<file path="src/rtl/up5bit_count_monitor_pkg.sv">
// ----------------------------------------------------------------------------
// up5bit_count_monitor_pkg
//   Shared types and default sizes for the up-counter stream monitor.
//   - mon_state_e : tracking state of the monitor
//   - cls_e       : classification of a valid sample against the previous one
//   - DEF_*       : default parameter values for the monitor top
// ----------------------------------------------------------------------------
package up5bit_count_monitor_pkg;

    localparam int DEF_WIDTH    = 5;
    localparam int DEF_STAT_W   = 8;
    localparam int DEF_LOCK_CNT = 4;

    typedef enum logic [1:0] {
        MON_UNLOCKED = 2'd0,
        MON_ACQUIRE  = 2'd1,
        MON_LOCKED   = 2'd2
    } mon_state_e;

    typedef enum logic [1:0] {
        CLS_MATCH    = 2'd0,
        CLS_HOLD     = 2'd1,
        CLS_MISMATCH = 2'd2
    } cls_e;

endpackage

</file>
<file path="src/rtl/up5bit_count_monitor_sat.sv">
// ----------------------------------------------------------------------------
// sat_counter
//   Saturating up-counter used for the monitor statistics.
//   Ports:
//     clk   - clock
//     reset - synchronous active-high reset
//     clr   - synchronous clear; wins over a coincident inc
//     inc   - increment request; ignored once the count is all-ones
//     cnt   - current count (W bits)
// ----------------------------------------------------------------------------
module sat_counter #(
    parameter int W = 8
) (
    input  logic         clk,
    input  logic         reset,
    input  logic         clr,
    input  logic         inc,
    output logic [W-1:0] cnt
);

    always_ff @(posedge clk) begin
        if (reset)
            cnt <= '0;
        else if (clr)
            cnt <= '0;
        else if (inc && (cnt != {W{1'b1}}))
            cnt <= cnt + 1'b1;
    end

endmodule

</file>
<file path="src/rtl/up5bit_count_monitor.sv">
// ----------------------------------------------------------------------------
// up5bit_count_monitor
//   Checks that each valid sample of an up-counter is the previous sample + 1
//   (mod 2^WIDTH). Reports lock status, error pulses and saturating error /
//   wrap statistics. All outputs are registered.
//   Ports:
//     clk        - clock (same as the upstream counter)
//     reset      - synchronous active-high reset
//     src_reset  - upstream counter in reset; drops lock, samples ignored
//     cnt_valid  - cnt_in carries a valid sample
//     cnt_in     - sampled counter value
//     clr_stats  - clears err_count / wrap_count (and err_sticky)
//     locked     - LOCK_CNT consecutive increments seen
//     err_pulse  - one-cycle pulse on a violation while locked
//     err_count  - saturating violation count
//     wrap_count - saturating max->0 count while locked
//     last_value - most recent valid sample
//     err_sticky - (only with MON_STICKY_ERR_EN) latched error flag
//   Optional feature macro: MON_STICKY_ERR_EN
// ----------------------------------------------------------------------------
module up5bit_count_monitor
    import up5bit_count_monitor_pkg::*;
#(
    parameter int WIDTH    = DEF_WIDTH,
    parameter int STAT_W   = DEF_STAT_W,
    parameter int LOCK_CNT = DEF_LOCK_CNT
) (
    input  logic              clk,
    input  logic              reset,
    input  logic              src_reset,
    input  logic              cnt_valid,
    input  logic [WIDTH-1:0]  cnt_in,
    input  logic              clr_stats,
    output logic              locked,
    output logic              err_pulse,
    output logic [STAT_W-1:0] err_count,
    output logic [STAT_W-1:0] wrap_count,
    output logic [WIDTH-1:0]  last_value
`ifdef MON_STICKY_ERR_EN
    ,
    output logic              err_sticky
`endif
);

    localparam int RUN_W = $clog2(LOCK_CNT + 1);

    mon_state_e        state, state_n;
    logic [WIDTH-1:0]  prev, prev_n, last_n, exp_val;
    logic [RUN_W-1:0]  run, run_n, run_inc;
    logic              locked_n;
    logic              err_evt, wrap_evt;
    cls_e              cls;

    assign exp_val = prev + 1'b1;
    assign run_inc = run + 1'b1;

    always_comb begin
        if (cnt_in == exp_val)
            cls = CLS_MATCH;
        else if (cnt_in == prev)
            cls = CLS_HOLD;
        else
            cls = CLS_MISMATCH;
    end

    always_comb begin
        state_n  = state;
        prev_n   = prev;
        last_n   = last_value;
        run_n    = run;
        locked_n = locked;
        err_evt  = 1'b0;
        wrap_evt = 1'b0;
        if (src_reset) begin
            state_n  = MON_UNLOCKED;
            run_n    = '0;
            locked_n = 1'b0;
        end else if (cnt_valid) begin
            prev_n = cnt_in;
            last_n = cnt_in;
            unique case (state)
                MON_UNLOCKED: begin
                    run_n   = '0;
                    state_n = MON_ACQUIRE;
                end
                MON_ACQUIRE: begin
                    if (cls == CLS_MATCH) begin
                        run_n = run_inc;
                        if (run_inc == RUN_W'(LOCK_CNT)) begin
                            state_n  = MON_LOCKED;
                            locked_n = 1'b1;
                        end
                    end else if (cls == CLS_MISMATCH) begin
                        run_n = '0;
                    end
                end
                MON_LOCKED: begin
                    if (cls == CLS_MATCH) begin
                        // A match from all-ones can only land on zero: a wrap.
                        wrap_evt = (prev == {WIDTH{1'b1}});
                    end else if (cls == CLS_MISMATCH) begin
                        err_evt  = 1'b1;
                        locked_n = 1'b0;
                        run_n    = '0;
                        state_n  = MON_ACQUIRE;
                    end
                end
                default: state_n = MON_UNLOCKED;
            endcase
        end
    end

    always_ff @(posedge clk) begin
        if (reset) begin
            state      <= MON_UNLOCKED;
            prev       <= '0;
            run        <= '0;
            locked     <= 1'b0;
            err_pulse  <= 1'b0;
            last_value <= '0;
        end else begin
            state      <= state_n;
            prev       <= prev_n;
            run        <= run_n;
            locked     <= locked_n;
            err_pulse  <= err_evt;
            last_value <= last_n;
        end
    end

    sat_counter #(.W(STAT_W)) u_err_cnt (
        .clk   (clk),
        .reset (reset),
        .clr   (clr_stats),
        .inc   (err_evt),
        .cnt   (err_count)
    );

    sat_counter #(.W(STAT_W)) u_wrap_cnt (
        .clk   (clk),
        .reset (reset),
        .clr   (clr_stats),
        .inc   (wrap_evt),
        .cnt   (wrap_count)
    );

`ifdef MON_STICKY_ERR_EN
    // A new error outranks a coincident clear.
    always_ff @(posedge clk) begin
        if (reset)
            err_sticky <= 1'b0;
        else if (err_evt)
            err_sticky <= 1'b1;
        else if (clr_stats)
            err_sticky <= 1'b0;
    end
`endif

endmodule

</file>
<file path="config.mk">
export PLATFORM = sky130hd
export DESIGN_NAME = up5bit_count_monitor
export DESIGN_NICKNAME = d
export VERILOG_FILES = /design/src/rtl/up5bit_count_monitor_pkg.sv /design/src/rtl/up5bit_count_monitor_sat.sv /design/src/rtl/up5bit_count_monitor.sv
export SDC_FILE = /design/constraint.sdc
export NUM_CORES = 1
export LEC_CHECK = 0
export ABC_AREA = 1
export BUFFER_PORTS_ARGS = -buffer_cell sky130_fd_sc_hd__buf_4
export CAP_MARGIN = 40
export CORE_MARGIN = 2
export CORE_UTILIZATION = 40
export CTS_CLUSTER_DIAMETER = 50
export CTS_CLUSTER_SIZE = 12
export DETAILED_ROUTE_END_ITERATION = 16
export PLACE_DENSITY = 0.61
export SETUP_SLACK_MARGIN = 0.3
export SLEW_MARGIN = 20
export SYNTH_ARGS = -nofsm -noshare
export SYNTH_HDL_FRONTEND = slang
export SYNTH_SLANG_ARGS = --single-unit
</file>
<file path="constraint.sdc">
create_clock -name clk -period 5 [get_ports clk]
set_input_delay 1 -clock clk [delete_from_list [all_inputs] [get_ports clk]]
set_output_delay 1 -clock clk [all_outputs]
set_load 0.02 [all_outputs]
</file>
Yosys cells after proc, flatten, opt, wreduce, memory -nomap -nowiden:

Cells that the tools add are included.

* register bits after elaboration: 28
* latch bits: 0
* memory bits (writable): 0
* bits in read-only memories: 0
* input port bits: 10
* output and inout bits: 23
* word-level logic and storage cells: 62
* memories kept: 0

* add/subtract/negate cells: 4
* multiply operators: 0
* divide/modulo/power cells: 0
* order comparisons: 0
* equality and inequality tests: 13
* shift operators: 0
* multiplexer cells: 25
* bitwise gates (word level): 1
* reductions and logical operators: 12

Operator list (number)
* adder 8 x 1 -> 8 bit (second input constant): 2
* inequality test 8 bit (second input constant): 2
* 2-to-1 mux 1 bit: 13
* 2-to-1 mux 2 bit: 6
* == test 5 bit: 2
* 2-to-1 mux 3 bit: 3
* one-hot mux 3 bit (3 select lines): 1
* inequality test 2 bit (second input constant): 4
* one-hot mux 2 bit (3 select lines): 1
* AND reduction 6 bit: 1
* adder 5 x 1 -> 5 bit (second input constant): 1
* == test 5 bit (second input constant): 1
* AND reduction 5 bit: 1
* == test 2 bit (second input constant): 2
* logical NOT 2 bit: 2
* OR reduction 2 bit: 2
* adder 3 x 1 -> 3 bit (second input constant): 1
* == test 3 bit (second input constant): 1
* AND reduction 3 bit: 1
* nonzero test 3 bit: 1
* == test 2 x 1 -> 1 bit (second input constant): 1
* logical AND 1 bit: 2
* one-hot mux 1 bit (2 select lines): 1
* AND reduction 2 bit: 1
* 2 further kinds: 2

Logic depth before layout (Yosys ltp):

Gate-level depths: netlist (run 1).

* depth in word-level cells: 10
* gate-level depth with buffers: 17
* depth with buffers taken out: 17

Hierarchy:

From an unflattened synthesis (run 1), not the netlist that was laid out.

* cells, all modules: 272
* area total of the unflattened synthesis: 1769.2 sq um

Modules (own cells, without submodules)
* sat_counter: instances 2, cells each 73, area an instance 460.4 sq um, seq. area each 160.2 sq um
* up5bit_count_monitor: instances 1, cells each 126, area an instance 848.3 sq um, seq. area each 240.2 sq um

Least setup slack after synthesis (run 1):

OpenSTA, ideal clock, no wires.

* path type: reg2reg
* from: register prev[1]
* to: register locked
* library setup time: 0.110 ns
* arrival: 2.067 ns
* required time: 4.890 ns
* setup slack: 2.822 ns
* cell stages (with the launch flop): 17
* buffers on the path: 0
* clock period less this slack: 2.178 ns
* cells stage by stage: dfxtp_1 ha_1 inv_1 nor3_1 ha_1 inv_1 nand2_1 nand2_1 nand3_2 nor2_8 nand2_4 nand2_4 nand2_1 nand3_1 nand2_1 inv_1 nor2_2

* longest elaborated chain between the ends: 6
* elaborated cells between the ends (all ways): 11
* those cells by class: 1 x add/sub; 6 x eq/ne; 2 x mux; 2 x reduce/logical

RTL lines
* start: declaration: RTL line up5bit_count_monitor.sv:48 `logic [WIDTH-1:0] prev, prev_n, last_n, exp_val;`
* start signal: assignment: RTL line up5bit_count_monitor.sv:123 `prev <= prev_n;`
* adder 5 x 1 -> 5 bit or == test 5 bit (tied branches): RTL line up5bit_count_monitor.sv:54, up5bit_count_monitor.sv:60
* == test 5 bit or 2-to-1 mux 2 bit (tied branches): RTL line up5bit_count_monitor.sv:58, up5bit_count_monitor.sv:60
* 2-to-1 mux 2 bit (*): RTL line up5bit_count_monitor.sv:58 `if (cnt_in == exp_val)`
* == test 2 bit or logical NOT 2 bit (tied branches): RTL line up5bit_count_monitor.sv:101, up5bit_count_monitor.sv:87, up5bit_count_monitor.sv:98
* inequality test 2 bit (no line)
* AND reduction 6 bit (no line) (*)
* end signal: assignment: RTL line up5bit_count_monitor.sv:125 `locked <= locked_n;`
* end: declaration: RTL line up5bit_count_monitor.sv:34 `output logic locked,`

Every way passes the cells marked *; elsewhere a longest branch is shown, timed or not.
A chain may end at the register's enable or synchronous reset.

Worst setup path after layout (run 1):

Ends and elaborated chain as after synthesis.

==> metrics.md, run 1 <==
| Metric | Value |
|---|---|
| Final-report setup violation count | 0 |
| Number of flip-flops and latches in the synthesized netlist | 28 |
| Maximum single-stage delay on the critical path | 0.42 ns |
| Starting DRT DRC Count | 25 |
| Number of endpoints with negative hold slack in the final report | 0 |
| Total length of routed wires | 3481 µm |
| Final #Nets | 306 |
| Area enclosed by the die boundary | 0.004954 mm² |
| PD cells | 222.2 mW/mm² |
| Setup bufs post-CTS | 0 |
| Post-detailed-route DRC marker count | 0 |
| Warnings from Yosys | 0 |
| Hold path start | run[2]$_SDFFE_PP0P_ |
| Number of placed I/O pins | 33 |
| Number of max-slew violations in the final report | 0 |
| Wire length per cell | 10.33 µm |
| Number of vias per cell | 4.727 |
| Total of fill cells in the finished design | 442 |
| Count of hold-fix buffers inserted at cts | 0 |
| Share of final-layout standard cells stronger than drive strength 1 | 22.11% |
| Register-to-register setup slack | 2.71 ns |
| CTS tree | built |
| Final TNS setup | 0 ns |
| Fmax | 437.3 MHz |
| Clock buffer count from CTS | 3 |
| Share of cell area taken by muxes after synthesis | 0% |
| Utilization after layout | 49.83% |
| Distinct cell type count of the synthesized netlist | 30 |
| Share of the clock period used by the worst path | 45.73% |
| Number of max-cap violations | 0 |
| Simple-gate area share of the yosys netlist | 37.62% |
| Post-synthesis cell type with the largest combined area | sky130_fd_sc_hd__dfxtp_1 |
| Initial cell density of the core | 41.05% |
| Share of the synthesized area in the top cell type | 31.80% |
| WP buf/inv | 3 |
| M2 GR Usage | 22.96% |
| Arrival time reported for the critical path endpoint | 2.47 ns |
| Antenna violations before repair | 0 |
| Max Buffers Root-to-Sink | 2 |
| Worst clock skew | 0.007960 ns |
| Global-route track usage on met1 | 21.38% |
| Static Leak | 0.9725 nW |
| Kind of end point of the critical path | flop |
| Library cell used as clock root buffer | sky130_fd_sc_hd__clkbuf_8 |
| First-pass GRT wire length | 6168 µm |
| Total inserted antenna cells | 0 |
| Slowest library cell on the worst path | sky130_fd_sc_hd__dfxtp_1 |
| Weighted congestion reported at the end of routability-driven placement | 0.7967 |
| Main combinational cell family by area after synthesis | simple AND/OR/NAND/NOR gates |
| Parity-gate share of the synthesized area counting xor and xnor cells | 5.394% |
| Cells along the critical path | ha_1, inv_1, nor3_1, ha_1, inv_1, nand2_1, nand2_1, nand3_2, nor2_8, nand2_4, nand2_4, nand2_1, nand3_1, nand2_1, inv_1, nor2_2 |
| Kind of cell adding the most delay to the critical path | simple AND/OR/NAND/NOR gates |
| Met3 track demand over resource in global routing | 3.175% |
| Clock insertion delay at the later pin of the skew report | 0.28 ns |
| Number of nets still failing antenna checks after routing | 0 |
| Worst setup path class | flop to flop |
| Slew at the pin with the worst max-slew slack | 0.3862 ns |
| Worst voltage drop across the vdd grid | 124.6 µV |
| Startpoint of the lowest-slack register-to-register path | prev[1]$_SDFFE_PP0P_ |
| Slew headroom | 74.16% |
| Remaining Overflow, GRT | 0 |
| Via count of the first global-routing pass | 1,402 |
| Endpoint of the most critical register-to-register path | locked$_SDFFE_PP0P_ |
| Die H | 70.39 µm |
| Most Crowded Layer GR | met2 |
| Number of cells upsized or downsized after cts | 0 |
| Clock Sink Count | 28 |
| Area contributors post-synth | sky130_fd_sc_hd__dfxtp_1 32%, sky130_fd_sc_hd__nand2_1 10%, sky130_fd_sc_hd__inv_1 7.9%, sky130_fd_sc_hd__nand3_1 7.4%, sky130_fd_sc_hd__ha_1 7.1% |
| Post-CTS clock slew at the launch and capture registers of the worst setup and hold paths | 0.09 ns |
| Required time reported for the critical path endpoint | 5.18 ns |
| Global router's overall resource usage | 15.19% |
| Crit start category | flop |
| Floorplan Core Area | 0.004294 mm² |
| Compound-cell area share of the yosys netlist | 9.155% |
| DP HPWL | 2724 µm |
| Instance count along the most critical hold path | 2 |
| Hold-critical path endpoint | run[2]$_SDFFE_PP0P_ |
| Count of standard-cell rows | 24 |
| Unrepaired setup endpoints after global routing | false |
| Share of synthesized cell area in full adder, half adder and majority cells | 7.097% |
| H-tree Lvls | 1 |
| Cells after Synth | 249 |
| Die Width | 70.39 µm |
| Cell seen most often among critical-path stages | sky130_fd_sc_hd__nand2_1 |
| Area growth from synthesis to layout | 21.36% |
| Post-synthesis instance area | 0.001763 mm² |
| Vias after detailed routing | 1,593 |
| Drt first pass iters | 4 |
| Maximum number of pins on one net before global-route repair | 17 |
| Min-Delay Path Class | flop to flop |
| Post-synthesis average cell area | 7.080 µm² |
| Quantity of I/O buffers inserted on ports | 32 |
| CP Max Fanout | 6 |
| Number of cell instances on the worst register-to-register path | 16 |
| Portion of the post-synthesis area used by sequential elements | 31.80% |
| Post-layout minimum cycle time | 2.287 ns |
| Run status | finished clean |
| Net count after synthesis | 269 |
cells in the mapped netlist:
cell and n:
sky130_fd_sc_hd__a211oi_1 1, sky130_fd_sc_hd__a21oi_1 18, sky130_fd_sc_hd__clkinv_1 1, sky130_fd_sc_hd__dfxtp_1 28
sky130_fd_sc_hd__ha_1 10, sky130_fd_sc_hd__inv_1 37, sky130_fd_sc_hd__inv_2 4, sky130_fd_sc_hd__nand2_1 48
sky130_fd_sc_hd__nand2_2 6, sky130_fd_sc_hd__nand2_4 4, sky130_fd_sc_hd__nand3_1 26, sky130_fd_sc_hd__nand3_2 1
sky130_fd_sc_hd__nand3_4 1, sky130_fd_sc_hd__nand3b_1 1, sky130_fd_sc_hd__nand4_1 2, sky130_fd_sc_hd__nand4_4 1
sky130_fd_sc_hd__nor2_1 26, sky130_fd_sc_hd__nor2_2 1, sky130_fd_sc_hd__nor2_4 2, sky130_fd_sc_hd__nor2_8 1
sky130_fd_sc_hd__nor3_1 4, sky130_fd_sc_hd__nor3_2 1, sky130_fd_sc_hd__nor3b_2 1, sky130_fd_sc_hd__o21ai_0 10
sky130_fd_sc_hd__o21ai_1 1, sky130_fd_sc_hd__o21ai_2 1, sky130_fd_sc_hd__or2_2 2, sky130_fd_sc_hd__xnor2_1 2
sky130_fd_sc_hd__xnor2_2 1, sky130_fd_sc_hd__xor2_1 7
worst reg2reg max path, stage by stage (launching register included):
cell,delay [ns]
sky130_fd_sc_hd__dfxtp_1,0.42
sky130_fd_sc_hd__ha_1,0.22
sky130_fd_sc_hd__inv_1,0.06
sky130_fd_sc_hd__nor3_1,0.19
sky130_fd_sc_hd__ha_1,0.28
sky130_fd_sc_hd__inv_1,0.05
sky130_fd_sc_hd__nand2_1,0.05
sky130_fd_sc_hd__nand2_1,0.07
sky130_fd_sc_hd__nand3_2,0.12
sky130_fd_sc_hd__nor2_8,0.16
sky130_fd_sc_hd__nand2_4,0.09
sky130_fd_sc_hd__nand2_4,0.09
sky130_fd_sc_hd__nand2_1,0.11
sky130_fd_sc_hd__nand3_1,0.14
sky130_fd_sc_hd__nand2_1,0.06
sky130_fd_sc_hd__inv_1,0.06
sky130_fd_sc_hd__nor2_2,0.03
final cells by class:
type | count | area, µm² | share of cell area (%)
clock buffer | 3 | 41.29 | 1.930
clock inverter | 1 | 30.03 | 1.404
inverter | 42 | 157.7 | 7.368
multi-input combinational | 179 | 1045 | 48.83
sequential | 28 | 560.5 | 26.20
tap | 52 | 65.06 | 3.041
timing repair buffer | 32 | 240.2 | 11.23
worst max path at each step:
stage,startpoint,to,slack [ns],depth (start not counted)
6_report,prev[1]$_SDFFE_PP0P_,locked$_SDFFE_PP0P_,2.71,16
2_1_floorplan,prev[1]$_SDFFE_PP0P_,locked$_SDFFE_PP0P_,2.82,16
4_1_cts,prev[1]$_SDFFE_PP0P_,u_wrap_cnt.cnt[4]$_SDFFE_PP0P_,2.67,14
3_5_place_dp,src_reset,u_wrap_cnt.cnt[4]$_SDFFE_PP0P_,2.67,9
3_3_place_gp,src_reset,u_wrap_cnt.cnt[4]$_SDFFE_PP0P_,2.68,9
5_1_grt,prev[1]$_SDFFE_PP0P_,u_wrap_cnt.cnt[5]$_SDFFE_PP0P_,2.41,15
sequential cells by signal, summed over array words and instances (netlist names):
name	cells
run	3
err_pulse	1
u_wrap_cnt.cnt	8
locked	1
prev	5
u_err_cnt.cnt	8
state	2
stage by stage:
step / worst slack (ns) / total power, mW / std cells / hold slack (ns) / cell area, µm²
after floorplan: 2.822 / 0.2806 / 249 / 0.4590 / 1763
after global placement: 2.675 / 0.2992 / 333 / 0.4847 / 2068
after detailed placement: 2.669 / 0.2995 / 333 / 0.4838 / 2068
after CTS: 2.669 / 0.4861 / 337 / 0.4982 / 2140
after global routing: 2.413 / 0.5029 / 337 / 0.5311 / 2140
final: 2.713 / 0.4755 / 337 / 0.4948 / 2140
routing by layer:
metal	vias to the layer above	share of wire, %
met5	-	0
met1	689	49
met2	33	45
met4	0	1.3
li1	867	-
met3	4	4.4
where the power goes:
group	total, mW	switching (mW)	internal (mW)
Clock	0.182	0.0743	0.107
Sequential	0.230	0.00366	0.226
Combinational	0.0639	0.0390	0.0250
Total	0.475	0.117	0.359
cells in the final DEF (no fill, tap or decap), drive strengths merged, types with 5 or more instances in the layout:
cell   instances
a21oi         18
buf           32
dfxtp         28
ha            10
inv           41
nand2         58
nand3         28
nor2          30
nor3           5
o21ai         12
xor2           7
kinds of logic after synthesis:
group / Yosys count
AO/OA/AOI/OAI: 31
XOR/XNOR: 10
adder cells (fa/ha/maj): 10
buffers and inverters: 42
flip-flops: 28
AND/OR/NAND/NOR: 128
Note: power is estimated with default switching activity, not from simulation.
==> run 2, diff against run 1 <==
ABC_AREA = 0   (was 1)
clock period = 2.39 ns   (was 5 ns; I/O delays follow)
==> metrics.md, run 2 <==
| Metric | Value |
|---|---|
| Run status | finished clean (unchanged) |
| Count of flip-flops with a built-in enable after synthesis | 0 (unchanged) |
| Kind of end point of the critical path | flop (unchanged) |
| Net count after synthesis | 212 (was 269) |
| Number of nets still failing antenna checks after routing | 0 (unchanged) |
| Drt first pass iters | 4 (unchanged) |
| Starting DRT DRC Count | 82 (was 25) |
| Die H | 67.03 µm (was 70.39 µm) |
| Most frequent cell after synthesis | sky130_fd_sc_hd__dfxtp_1 (was sky130_fd_sc_hd__nand2_1) |
| Weighted congestion reported at the end of routability-driven placement | 0.7864 (was 0.7967) |
| Slew at the pin with the worst max-slew slack | 0.8719 ns (was 0.3862 ns) |
| Final TNS setup | 0 ns (unchanged) |
| Ys flop type | sky130_fd_sc_hd__dfxtp_1 (unchanged) |
| Number of max-slew violations in the final report | 0 (unchanged) |
| Worst setup path class | flop to flop (unchanged) |
| Cells after Synth | 192 (was 249) |
| Register-to-register setup slack | 0.21 ns (was 2.71 ns) |
| Final #Nets | 254 (was 306) |
| Area enclosed by the die boundary | 0.004493 mm² (was 0.004954 mm²) |
| Area growth from synthesis to layout | 38.19% (was 21.36%) |
| Number of cell instances on the worst register-to-register path | 9 (was 16) |
| Fmax | 458.4 MHz (was 437.3 MHz) |
| Tightest hold margin | 0.3865 ns (was 0.4948 ns) |
| Min-Delay Path Class | input pin to flop (was flop to flop) |
| Share of the synthesized area in the top cell type | 35.28% (was 31.80%) |
| Global router's overall resource usage | 18.69% (was 15.19%) |
| Number of vias per cell | 5.292 (was 4.727) |
| Maximum number of pins on one net before global-route repair | 18 (was 17) |
| Number of flip-flops and latches in the synthesized netlist | 28 (unchanged) |
| Share of the clock period used by the worst path | 91.28% (was 45.73%) |
| Initial cell density of the core | 42.45% (was 41.05%) |
| Final-report setup violation count | 0 (unchanged) |
| Max Buffers Root-to-Sink | 2 (unchanged) |
| Library cell used as clock root buffer | sky130_fd_sc_hd__clkbuf_8 (unchanged) |
| Floorplan Core Area | 0.003744 mm² (was 0.004294 mm²) |
| DP HPWL | 2757 µm (was 2724 µm) |
| Number of max-cap violations | 0 (unchanged) |
| Most common library cell in the layout ignoring fill and taps | sky130_fd_sc_hd__buf_4 (was sky130_fd_sc_hd__nand2_1) |
| Total inserted antenna cells | 0 (unchanged) |
| Commonest cells in the netlist | 28 x sky130_fd_sc_hd__dfxtp_1, 24 x sky130_fd_sc_hd__nand2_1, 24 x sky130_fd_sc_hd__nor2_1 (was 48 x sky130_fd_sc_hd__nand2_1, 37 x sky130_fd_sc_hd__inv_1, 28 x sky130_fd_sc_hd__dfxtp_1) |
| Async set-reset flop share out of synthesis | 0% (unchanged) |
| Clock Sink Count | 28 (unchanged) |
| Number of placed I/O pins | 33 (unchanged) |
| Endpoint of the most critical register-to-register path | u_err_cnt.cnt[6]$_SDFFE_PP0P_ (was locked$_SDFFE_PP0P_) |
| CP Max Fanout | 6 (unchanged) |
| Worst voltage drop across the vdd grid | 220.4 µV (was 124.6 µV) |
| Clock insertion delay at the later pin of the skew report | 0.28 ns (about the same) |
| H-tree Lvls | 1 (unchanged) |
| Wire length per cell | 13.76 µm (was 10.33 µm) |
| Most Crowded Layer GR | met2 (unchanged) |
| Quantity of I/O buffers inserted on ports | 32 (unchanged) |
| Hold path start | src_reset (was run[2]$_SDFFE_PP0P_) |
| Portion of the post-synthesis area used by sequential elements | 35.28% (was 31.80%) |
| Number of endpoints with negative hold slack in the final report | 0 (unchanged) |
| Worst setup path endpoint | u_err_cnt.cnt[6]$_SDFFE_PP0P_ (was locked$_SDFFE_PP0P_) |
| Post-CTS clock slew at the launch and capture registers of the worst setup and hold paths | 0.10 ns (was 0.09 ns) |
| Clock buffer count from CTS | 3 (unchanged) |
| Startpoint of the lowest-slack register-to-register path | prev[1]$_SDFFE_PP0P_ (unchanged) |
| Static Leak | 0.8257 nW (was 0.9725 nW) |
| Post-detailed-route DRC marker count | 0 (unchanged) |
| Arrival time reported for the critical path endpoint | 2.39 ns (was 2.47 ns) |
| Count of standard-cell rows | 22 (was 24) |
| Distinct cell type count of the synthesized netlist | 41 (was 30) |
| Post-synthesis instance area | 0.001589 mm² (was 0.001763 mm²) |
| Worst Setup SP | prev[1]$_SDFFE_PP0P_ (unchanged) |
| Unrepaired setup endpoints after global routing | true (was false) |
| First-pass GRT wire length | 6451 µm (was 6168 µm) |
| Post-layout minimum cycle time | 2.182 ns (was 2.287 ns) |
| Met3 track demand over resource in global routing | 2.872% (was 3.175%) |
| Slew headroom | 41.66% (was 74.16%) |
| CTS tree | built (unchanged) |
| Post-synthesis cell type with the largest combined area | sky130_fd_sc_hd__dfxtp_1 (unchanged) |
| Total length of routed wires | 3866 µm (was 3481 µm) |
| Vias after detailed routing | 1,487 (was 1,593) |
| Antenna violations before repair | 0 (unchanged) |
| Required time reported for the critical path endpoint | 2.60 ns (was 5.18 ns) |
| Highest-count cells in the layout ignoring fill and taps | 40 x sky130_fd_sc_hd__buf_4, 25 x sky130_fd_sc_hd__dfxtp_1, 24 x sky130_fd_sc_hd__nand2_1, 23 x sky130_fd_sc_hd__nor2_1, 16 x sky130_fd_sc_hd__xnor2_1 (was 48 x sky130_fd_sc_hd__nand2_1, 37 x sky130_fd_sc_hd__inv_1, 32 x sky130_fd_sc_hd__buf_4, 28 x sky130_fd_sc_hd__dfxtp_1) |
| Area contributors post-synth | sky130_fd_sc_hd__dfxtp_1 35%, sky130_fd_sc_hd__xnor2_1 8.8%, sky130_fd_sc_hd__ha_1 7.9%, sky130_fd_sc_hd__nand2_1 5.7%, sky130_fd_sc_hd__nor2_1 5.7% (was sky130_fd_sc_hd__dfxtp_1 32%, sky130_fd_sc_hd__nand2_1 10%, sky130_fd_sc_hd__inv_1 7.9%, sky130_fd_sc_hd__nand3_1 7.4%, sky130_fd_sc_hd__ha_1 7.1%) |
| Crit start category | flop (unchanged) |
| Registers with the highest flip-flop counts | u_err_cnt.cnt (8), u_wrap_cnt.cnt (8), prev (5) (unchanged) |
| M2 GR Usage | 32.67% (was 22.96%) |
| Die Width | 67.03 µm (was 70.39 µm) |
| Remaining Overflow, GRT | 0 (unchanged) |
| Via count of the first global-routing pass | 1,436 (was 1,402) |
| Post-synthesis average cell area | 8.276 µm² (was 7.080 µm²) |
| PD cells | 388.2 mW/mm² (was 222.2 mW/mm²) |
| Worst clock skew | 0.01039 ns (was 0.007960 ns) |
| Global-route track usage on met1 | 23.16% (was 21.38%) |
| Warnings from Yosys | 0 (unchanged) |
| Share of final-layout standard cells stronger than drive strength 1 | 33.91% (was 22.11%) |
==> run 2: routing by layer <==
| layer | wire length (µm) | up-vias |
|---|---|---|
| li1 | - | 754 |
| met1 | 1821 | 698 |
| met2 | 1867 | 31 |
| met3 | 146 | 4 |
| met4 | 31 | 0 |
| met5 | 0 | - |
==> run 2: how the worst min path moves through the flow <==
stage | slack (ns) | endpoint | cells after the start
after floorplan | 0.43 | run[2]$_SDFFE_PP0P_ | 1
after global placement | 0.45 | run[2]$_SDFFE_PP0P_ | 1
after detailed placement | 0.45 | run[2]$_SDFFE_PP0P_ | 1
after CTS | 0.38 | locked$_SDFFE_PP0P_ | 2
after global routing | 0.37 | locked$_SDFFE_PP0P_ | 2
final | 0.39 | locked$_SDFFE_PP0P_ | 2
==> run 2: report_power, final <==
part | internal, mW | switching (mW) | leakage, nW
clock network | 0.116 | 0.150 | 0.0231
logic | 0.0478 | 0.0623 | 0.575
registers | 0.470 | 0.00636 | 0.228
==> run 2: cell families (layout without fill, tap and decap cells) <==
| group | after synthesis | count (layout) | share of synthesized area (%) |
|---|---|---|---|
| mux | 3 | 3 | 1.890 |
| flops | 28 | 28 | 35.28 |
| simple gates | 95 | 95 | 30.24 |
| compound gates | 23 | 23 | 10.08 |
| xor+xnor | 20 | 20 | 11.50 |
| fa+ha+maj | 10 | 10 | 7.874 |
| buf+inv | 13 | 54 | 3.149 |
==> run 2: stage by stage <==
step	instance area (µm²)	utilization (%)	instances	worst slack (ns)	power (mW)
6_report	2196	58.66	281	0.2083	0.8524
5_1_grt	2196	58.66	281	0.1306	0.9021
4_1_cts	2101	56.12	280	0.2479	0.8603
3_5_place_dp	1973	52.71	270	0.1205	0.5850
3_3_place_gp	1973	52.71	270	0.1598	0.5827
2_1_floorplan	1667	-	192	0.2379	0.5493
==> run 2: what timing repair did <==
action,CTS,global route
resized for setup,6,17
setup buffers,6,1
hold buffers,0,0
setup endpoints to repair,16,20
pin swaps,6,12
==> run 2: worst max-delay path, cell delays in order (launching register included) <==
cell,delay (ns)
sky130_fd_sc_hd__dfxtp_4,0.37
sky130_fd_sc_hd__ha_4,0.16
sky130_fd_sc_hd__and3_4,0.18
sky130_fd_sc_hd__ha_4,0.26
sky130_fd_sc_hd__xor2_2,0.15
sky130_fd_sc_hd__nor3_2,0.07
sky130_fd_sc_hd__and3_4,0.22
sky130_fd_sc_hd__or2_4,0.25
sky130_fd_sc_hd__o41a_1,0.32
sky130_fd_sc_hd__a211oi_2,0.13
==> run 2: cell type report <==
class / count / area (µm²)
Sequential cell: 28 / 569.3
Clock buffer: 3 / 41.29
Multi-Input combinational cell: 151 / 1161
Inverter: 7 / 26.28
Fill cell: 351 / 1548
Clock inverter: 1 / 3.754
Tap cell: 48 / 60.06
Timing Repair Buffer: 43 / 334.1
